`src/rtl/mem_access_ctrl.sv`:
```
// mem_access_ctrl: byte/halfword/word load-store controller in front of a
// single-port word memory whose read data is combinational. Sub-word stores
// are done as read-modify-write (RD then WR). Byte lanes are big-endian.
// Optional build macro MEM_ALIGN_CHECK_EN: when defined, misaligned halfword
// and word requests complete immediately with resp_err=1 and no memory
// access; when undefined, halfword/word ops silently drop the low address bits.
module mem_access_ctrl (
  input  logic        clk,
  input  logic        rst,
  input  logic        req_valid,
  output logic        req_ready,
  input  logic [2:0]  req_op,
  input  logic [31:0] req_addr,
  input  logic [31:0] req_wdata,
  output logic        resp_valid,
  output logic [31:0] resp_rdata,
  output logic        resp_err,
  output logic        mem_ce,
  output logic        mem_we,
  output logic [31:0] mem_addr,
  output logic [31:0] mem_wdata,
  input  logic [31:0] mem_rdata
);

  typedef enum logic [1:0] {IDLE, RD, WR, RESP} state_t;
  typedef enum logic [2:0] {
    OP_LB  = 3'd0,
    OP_LBU = 3'd1,
    OP_LH  = 3'd2,
    OP_LHU = 3'd3,
    OP_LW  = 3'd4,
    OP_SB  = 3'd5,
    OP_SH  = 3'd6,
    OP_SW  = 3'd7
  } op_t;

  state_t      state, state_next;
  op_t         op_in, op_q;
  logic [31:0] addr_q, wdata_q, word_q, rdata_q;
  logic        err_q;
  logic        accept, misaligned, store_q;
  logic [7:0]  lane_b;
  logic [15:0] lane_h;
  logic [31:0] load_ext, merged;

  assign op_in     = op_t'(req_op);
  assign req_ready = (state == IDLE) && !rst;
  assign accept    = req_valid && req_ready;
  assign store_q   = op_q inside {OP_SB, OP_SH, OP_SW};

`ifdef MEM_ALIGN_CHECK_EN
  assign misaligned = ((op_in inside {OP_LH, OP_LHU, OP_SH}) && req_addr[0]) ||
                      ((op_in inside {OP_LW, OP_SW}) && (req_addr[1:0] != 2'b00));
`else
  assign misaligned = 1'b0;
`endif

  // State register.
  always_ff @(posedge clk) begin
    // NOTE: sequential state uses non-blocking assignments so every flop
    // samples the pre-edge values of its neighbours.
    if (rst) state <= IDLE;
    else     state <= state_next;
  end

  // Request capture, read-word capture and the held load result.
  always_ff @(posedge clk) begin
    // NOTE: only the flags that reach the outputs are reset; op/addr/data
    // captures are always written before they are used.
    if (rst) begin
      rdata_q <= '0;
      err_q   <= 1'b0;
    end else begin
      if (accept) begin
        op_q    <= op_in;
        addr_q  <= req_addr;
        wdata_q <= req_wdata;
        err_q   <= misaligned;
      end
      if (state == RD) begin
        word_q <= mem_rdata;
        if (!store_q) rdata_q <= load_ext;
      end
    end
  end

  // Next-state decode.
  always_comb begin
    // NOTE: default first so no path leaves state_next unassigned (no latch).
    state_next = state;
    case (state)
      IDLE: if (accept) begin
        if (misaligned)           state_next = RESP;
        else if (op_in == OP_SW)  state_next = WR;
        else                      state_next = RD;
      end
      RD:   state_next = (op_q inside {OP_SB, OP_SH}) ? WR : RESP;
      WR:   state_next = RESP;
      RESP: state_next = IDLE;
      default: state_next = IDLE;
    endcase
  end

  // Select the addressed big-endian lane of the read word and extend it.
  always_comb begin
    lane_b = mem_rdata[31:24];
    case (addr_q[1:0])
      2'd0: lane_b = mem_rdata[31:24];
      2'd1: lane_b = mem_rdata[23:16];
      2'd2: lane_b = mem_rdata[15:8];
      2'd3: lane_b = mem_rdata[7:0];
      default: lane_b = mem_rdata[31:24];
    endcase
    lane_h   = addr_q[1] ? mem_rdata[15:0] : mem_rdata[31:16];
    load_ext = mem_rdata;
    case (op_q)
      OP_LB:   load_ext = {{24{lane_b[7]}}, lane_b};
      OP_LBU:  load_ext = {24'h0, lane_b};
      OP_LH:   load_ext = {{16{lane_h[15]}}, lane_h};
      OP_LHU:  load_ext = {16'h0, lane_h};
      default: load_ext = mem_rdata;
    endcase
  end

  // Replace the addressed lane of the captured read word for SB/SH.
  always_comb begin
    merged = word_q;
    if (op_q == OP_SB) begin
      case (addr_q[1:0])
        2'd0: merged[31:24] = wdata_q[7:0];
        2'd1: merged[23:16] = wdata_q[7:0];
        2'd2: merged[15:8]  = wdata_q[7:0];
        2'd3: merged[7:0]   = wdata_q[7:0];
        default: merged = word_q;
      endcase
    end else if (addr_q[1]) begin
      merged[15:0] = wdata_q[15:0];
    end else begin
      merged[31:16] = wdata_q[15:0];
    end
  end

  // Memory port drive; enables are killed combinationally by reset.
  always_comb begin
    mem_ce    = 1'b0;
    mem_we    = 1'b0;
    mem_addr  = '0;
    mem_wdata = '0;
    if (state == RD || state == WR) begin
      mem_ce   = !rst;
      mem_addr = {addr_q[31:2], 2'b00};
    end
    if (state == WR) begin
      mem_we    = !rst;
      mem_wdata = (op_q == OP_SW) ? wdata_q : merged;
    end
  end

  assign resp_valid = (state == RESP);
  assign resp_err   = (state == RESP) && err_q;
  assign resp_rdata = ((state == RESP) && (store_q || err_q)) ? '0 : rdata_q;

endmodule
```
`config.mk`:
```
export PLATFORM = sky130hd
export DESIGN_NAME = mem_access_ctrl
export DESIGN_NICKNAME = d
export VERILOG_FILES = /design/src/rtl/mem_access_ctrl.sv
export SDC_FILE = /design/constraint.sdc
export NUM_CORES = 1
export LEC_CHECK = 0
export ABC_AREA = 1
export CAP_MARGIN = 20
export CELL_PAD_IN_SITES_DETAIL_PLACEMENT = 1
export CELL_PAD_IN_SITES_GLOBAL_PLACEMENT = 2
export CORE_MARGIN = 1.5
export CORE_UTILIZATION = 27
export CTS_CLUSTER_DIAMETER = 60
export DETAILED_ROUTE_END_ITERATION = 16
export MAX_ROUTING_LAYER = met4
export PLACE_DENSITY_LB_ADDON = 0.2
export SYNTH_ARGS = -nofsm -noshare
export SYNTH_HDL_FRONTEND = slang
export SYNTH_SLANG_ARGS = --single-unit
```
`constraint.sdc`:
```
create_clock -name clk -period 9.4 [get_ports clk]
set_input_delay 1.41 -clock clk [delete_from_list [all_inputs] [get_ports clk]]
set_output_delay 1.41 -clock clk [all_outputs]
set_load 0.1 [all_outputs]
```
# Word level (Yosys, flattened, before mapping)
# Index checks and enable logic that the tools add are counted.
# op_classes
eq_ne	14
reduce_logical	13
bitwise	2
mux	20
# op_table
op	count
2-to-1 mux 32 bit	5
case mux 32 bit (4 select lines)	1
2-to-1 mux 16 bit	3
2-to-1 mux 8 bit	4
case mux 8 bit (4 select lines)	1
== test 3 bit (second input constant)	4
== test 2 bit (second input constant)	4
case mux 2 bit (4 select lines)	1
== test 3 x 2 -> 1 bit (second input constant)	2
AND reduction 2 bit	3
== test 2 x 1 -> 1 bit (second input constant)	2
zero test 2 bit	2
2-to-1 mux 2 bit	2
== test 3 x 1 -> 1 bit (second input constant)	1
logical AND 1 bit	3
zero test 3 bit	1
2-to-1 mux 1 bit	3
nonzero test 3 bit	1
!= test 2 bit (second input constant)	1
inverter 1 bit	2
nonzero test 2 bit	1
zero test 1 bit	1
logical OR 1 bit	1
# word_totals
output_inout_bits	101
elab_cells	55
reg_bits	133
input_bits	102

# Logic depth before layout (Yosys ltp)
# depth
word_depth	5
depth_mapped	10
ltp_nobuf	8

# Worst setup path after synthesis
# OpenSTA, ideal clock, no wires.
# synth_timing
kind	input -> register
start	input rst
end	register addr_q[0] (enable)
stages	3
required_time_ns	8.826
path_slack_ns	2.455
arrival_time_ns	6.371
path_cell_list	clkbuf_1 clkbuf_1 nor3_1
# synth_between
elab_chain_len	4
word_cells_on_any_way	5
cone_classes	1 x bitwise; 4 x reduce/logical
# synth_rtl
element	line	source
start, declared	9	input logic rst,
zero test 1 bit	47	assign req_ready = (state == IDLE) && !rst;
logical AND 1 bit	47	
logical AND 1 bit	48	assign accept = req_valid && req_ready;
AND reduction 2 bit (no line) (*)	--	
end signal, assigned	76	addr_q <= req_addr;
end, declared	39	logic [31:0] addr_q, wdata_q, word_q, rdata_q;
# Every way passes the cells marked *; elsewhere a longest branch is shown, timed or not.
# A chain may end at the register's enable or synchronous reset.

# Worst setup path in the final report
# layout_timing
start	register addr_q[1]
end	output mem_wdata[22]
# layout_between
elab_chain_len	5
word_cells_on_any_way	6
cone_classes	1 x eq/ne; 5 x mux
# layout_rtl
element	line	source
== test 2 x 1 -> 1 bit	129	case (addr_q[1:0])
2-to-1 mux 8 bit	129	
2-to-1 mux 32 bit (*)	128	if (op_q == OP_SB) begin
2-to-1 mux 32 bit (*)	155	mem_wdata = (op_q == OP_SW) ? wdata_q : merged;
2-to-1 mux 32 bit (*)	153	if (state == WR) begin
end, declared	21	output logic [31:0] mem_wdata,
# Marked as above.

==> flow_summary.json <==
{
  "status": "completed",
  "cp_cell_sequence": "buf_4 > inv_1 > nand2_1 > o211ai_1 > nand2_1 > a21oi_1 > clkdlybuf4s50_1",
  "cts_hold_buffers": 0,
  "gp_congestion": 0.804,
  "hold_path_end": "rdata_q[11]",
  "stdcell_count": 1375,
  "vdd_drop_max_mv": 0.105,
  "leakage_nw": 4.33,
  "place_area_sq_mm": 0.00905,
  "core_sq_mm": 0.0245,
  "dpl.cell_count": 1340,
  "cts_tree": "yes",
  "finish.utilization_pct": 39.5,
  "synthesis.area_sq_mm": 0.00680,
  "synthMostInstantiatedCell": "nand2_1",
  "grt_start_max_net_pins": 62,
  "grt_busiest_layer": "met2",
  "grt_antenna_before_repair": 2,
  "dp_hpwl_mm": 17.6,
  "r2r_end": "rdata_q[28]",
  "cts_resized": 0,
  "initial_utilization_pct": 27.7,
  "drcViolationCount": 0,
  "cts_buffer_depth": 2,
  "synth_cell_type_count": 27,
  "clk_pin_slew_ns": 0.07,
  "cp.required_ns": 7.99,
  "period_share_pct": 55.6,
  "design_area_sq_mm": 0.00969,
  "reg2regPathDepth": 9,
  "overflow": 0,
  "worst-endpoint-arrival_ns": 3.82,
  "nets": 1143,
  "area_growth_pct": 42.5,
  "cts_setup_buffers": 0,
  "hold_path_class": "register to register",
  "r2r_start": "addr_q[1]",
  "drtIter0Drc": 312,
  "slew_violations": 0,
  "fin_skew_ns": 0.0141,
  "ys_ff_latch": 133,
  "slew_headroom_pct": 32.3,
  "vias_per_cell": 4.50,
  "hold_path_startpoint": "rdata_q[11]",
  "row_count": 57,
  "design_power_total_mw": 2.32,
  "synth_warnings": 0,
  "yosys_most_used_dff": "edfxtp_1",
  "layout_min_cycle_time_ns": 5.23,
  "via_count": 6191,
  "drt-wirelength-per-cell_um": 17.6,
  "worst_slack_ns": 4.17,
  "end_kind": "output port",
  "hold_violations": 0,
  "finalSetupViolCount": 0,
  "grt_pass1_wl_mm": 36.4,
  "synthTopCellsByCount": "207 x nand2_1, 136 x inv_1, 110 x nor2_1",
  "routed_wl_mm": 24.1,
  "maxCapViolCount": 0,
  "syn_area_per_cell_sq_um": 7.98,
  "die_width_um": 162,
  "rrSetupSlack_ns": 6.59,
  "met3_usage_pct": 3.78,
  "synth_edf_count": 99,
  "synthTopCellsByArea": "edfxtp_1 44%, nand2_1 11%, dfxtp_1 10%",
  "rsz0062_at_grt": "no",
  "slowest_delay_ns": 1.15,
  "drive_gt1_share_pct": 5.62,
  "cts_buffers": 17,
  "fillerInstances": 2919,
  "fin_hold_ws_ns": 0.552,
  "ios": 203,
  "cts_sinks": 133,
  "ys_seq_area_share_pct": 53.7,
  "met2_usage_pct": 31.3,
  "worst_pin_slew_ns": 1.01,
  "die_area_sq_mm": 0.0261,
  "die_h_um": 162,
  "use_met1_pct": 24.0,
  "cpMostUsedCell": "nand2_1",
  "root_buffer": "clkbuf_16",
  "hold_depth": 2,
  "worst_skew_pair.late_latency_ns": 0.43,
  "critPathBufInv": 3,
  "grt_util_all_layers_pct": 19.1,
  "async_flop_share_pct": 0,
  "synth_top_area_share_pct": 43.7,
  "grt_pass1_vias": 6334,
  "critPathTopFamily": "buffers and inverters",
  "antenna_left": 0,
  "cp_slowest_cell": "clkdlybuf4s50_1",
  "drtPass1Iterations": 5,
  "max_freq_mhz": 191,
  "htree_levels": 4,
  "cp-start-kind": "register",
  "synthCells": 852,
  "path_max_fanout": 45,
  "powerDensity_mw_per_mm2": 239,
  "setup.worst_path.class": "register to output port",
  "tns_ns": 0,
  "yosys.area.top_type": "edfxtp_1",
  "dp_slack_ns": 4.61,
  "port_buffers": 199
}
cell families after synthesis:
logic type	after synthesis	synth area share, %
other cells	1	0.0552
fa+ha+maj	5	0.920
flops	133	53.7
simple gates	384	23.2
buf+inv	184	10.9
compound gates	145	11.2
routing by layer:
metal	vias to the layer above	wire (um)	share of wire, %
li1	3077	-	-
met5	-	0	0
met1	2946	11100	46
met4	0	269	1.1
met3	16	1080	4.5
met2	152	11700	49
worst max-delay path by stage:
stage                     cells past startpoint      start  slack, ns             to
after CTS                                     8  addr_q[1]       4.17  mem_wdata[14]
final                                         7  addr_q[1]       4.17  mem_wdata[22]
after global routing                          7  addr_q[1]       3.94  mem_wdata[22]
after floorplan                               3        rst       2.46      addr_q[0]
after detailed placement                      4        rst       4.61         mem_we
after global placement                        4        rst       4.62         mem_we
placed cells by master, fill, tap and decap left out, types with 3 or more instances in the layout:
| cell | count |
|---|---|
| nand3b_1 | 6 |
| conb_1 | 3 |
| a21oi_1 | 54 |
| edfxtp_1 | 99 |
| clkbuf_16 | 17 |
| nor2_2 | 6 |
| inv_1 | 136 |
| dfxtp_1 | 34 |
| nor2_1 | 109 |
| inv_8 | 4 |
| buf_4 | 8 |
| o211ai_1 | 8 |
| o21ai_0 | 79 |
| inv_2 | 3 |
| clkdlybuf4s50_1 | 199 |
| inv_6 | 8 |
| nand3_1 | 46 |
| ha_1 | 5 |
| nand2_1 | 207 |
report_power, final:
part	switching, mW	internal [mW]
Clock	0.313	0.383
Combinational	0.681	0.211
Sequential	0.0300	0.700
cell type report:
| class | instances | area [sq um] | area share [%] |
|---|---|---|---|
| Inverter | 139 | 522 | 5.39 |
| Clock inverter | 15 | 178 | 1.83 |
| Tap cell | 324 | 405 | 4.19 |
| Timing Repair Buffer | 208 | 2080 | 21.5 |
| Antenna cell | 2 | 5.00 | 0.0517 |
| Multi-Input combinational cell | 537 | 2420 | 25.0 |
| Clock buffer | 17 | 425 | 4.39 |
| Sequential cell | 133 | 3650 | 37.7 |
registers in the layout, indices dropped and copies added, names as in the netlist:
name / count
word_q: 32
wdata_q: 32
state: 2
rdata_q: 32
op_q: 3
addr_q: 32
worst register-to-register path, delay by kind of cell, from the launching register on:
family                 cells  cell delay, ns
buffers and inverters      3            0.91
DFF                        1            0.36
and+or+nand+nor            6            1.43
(Power assumes the default switching activity.)
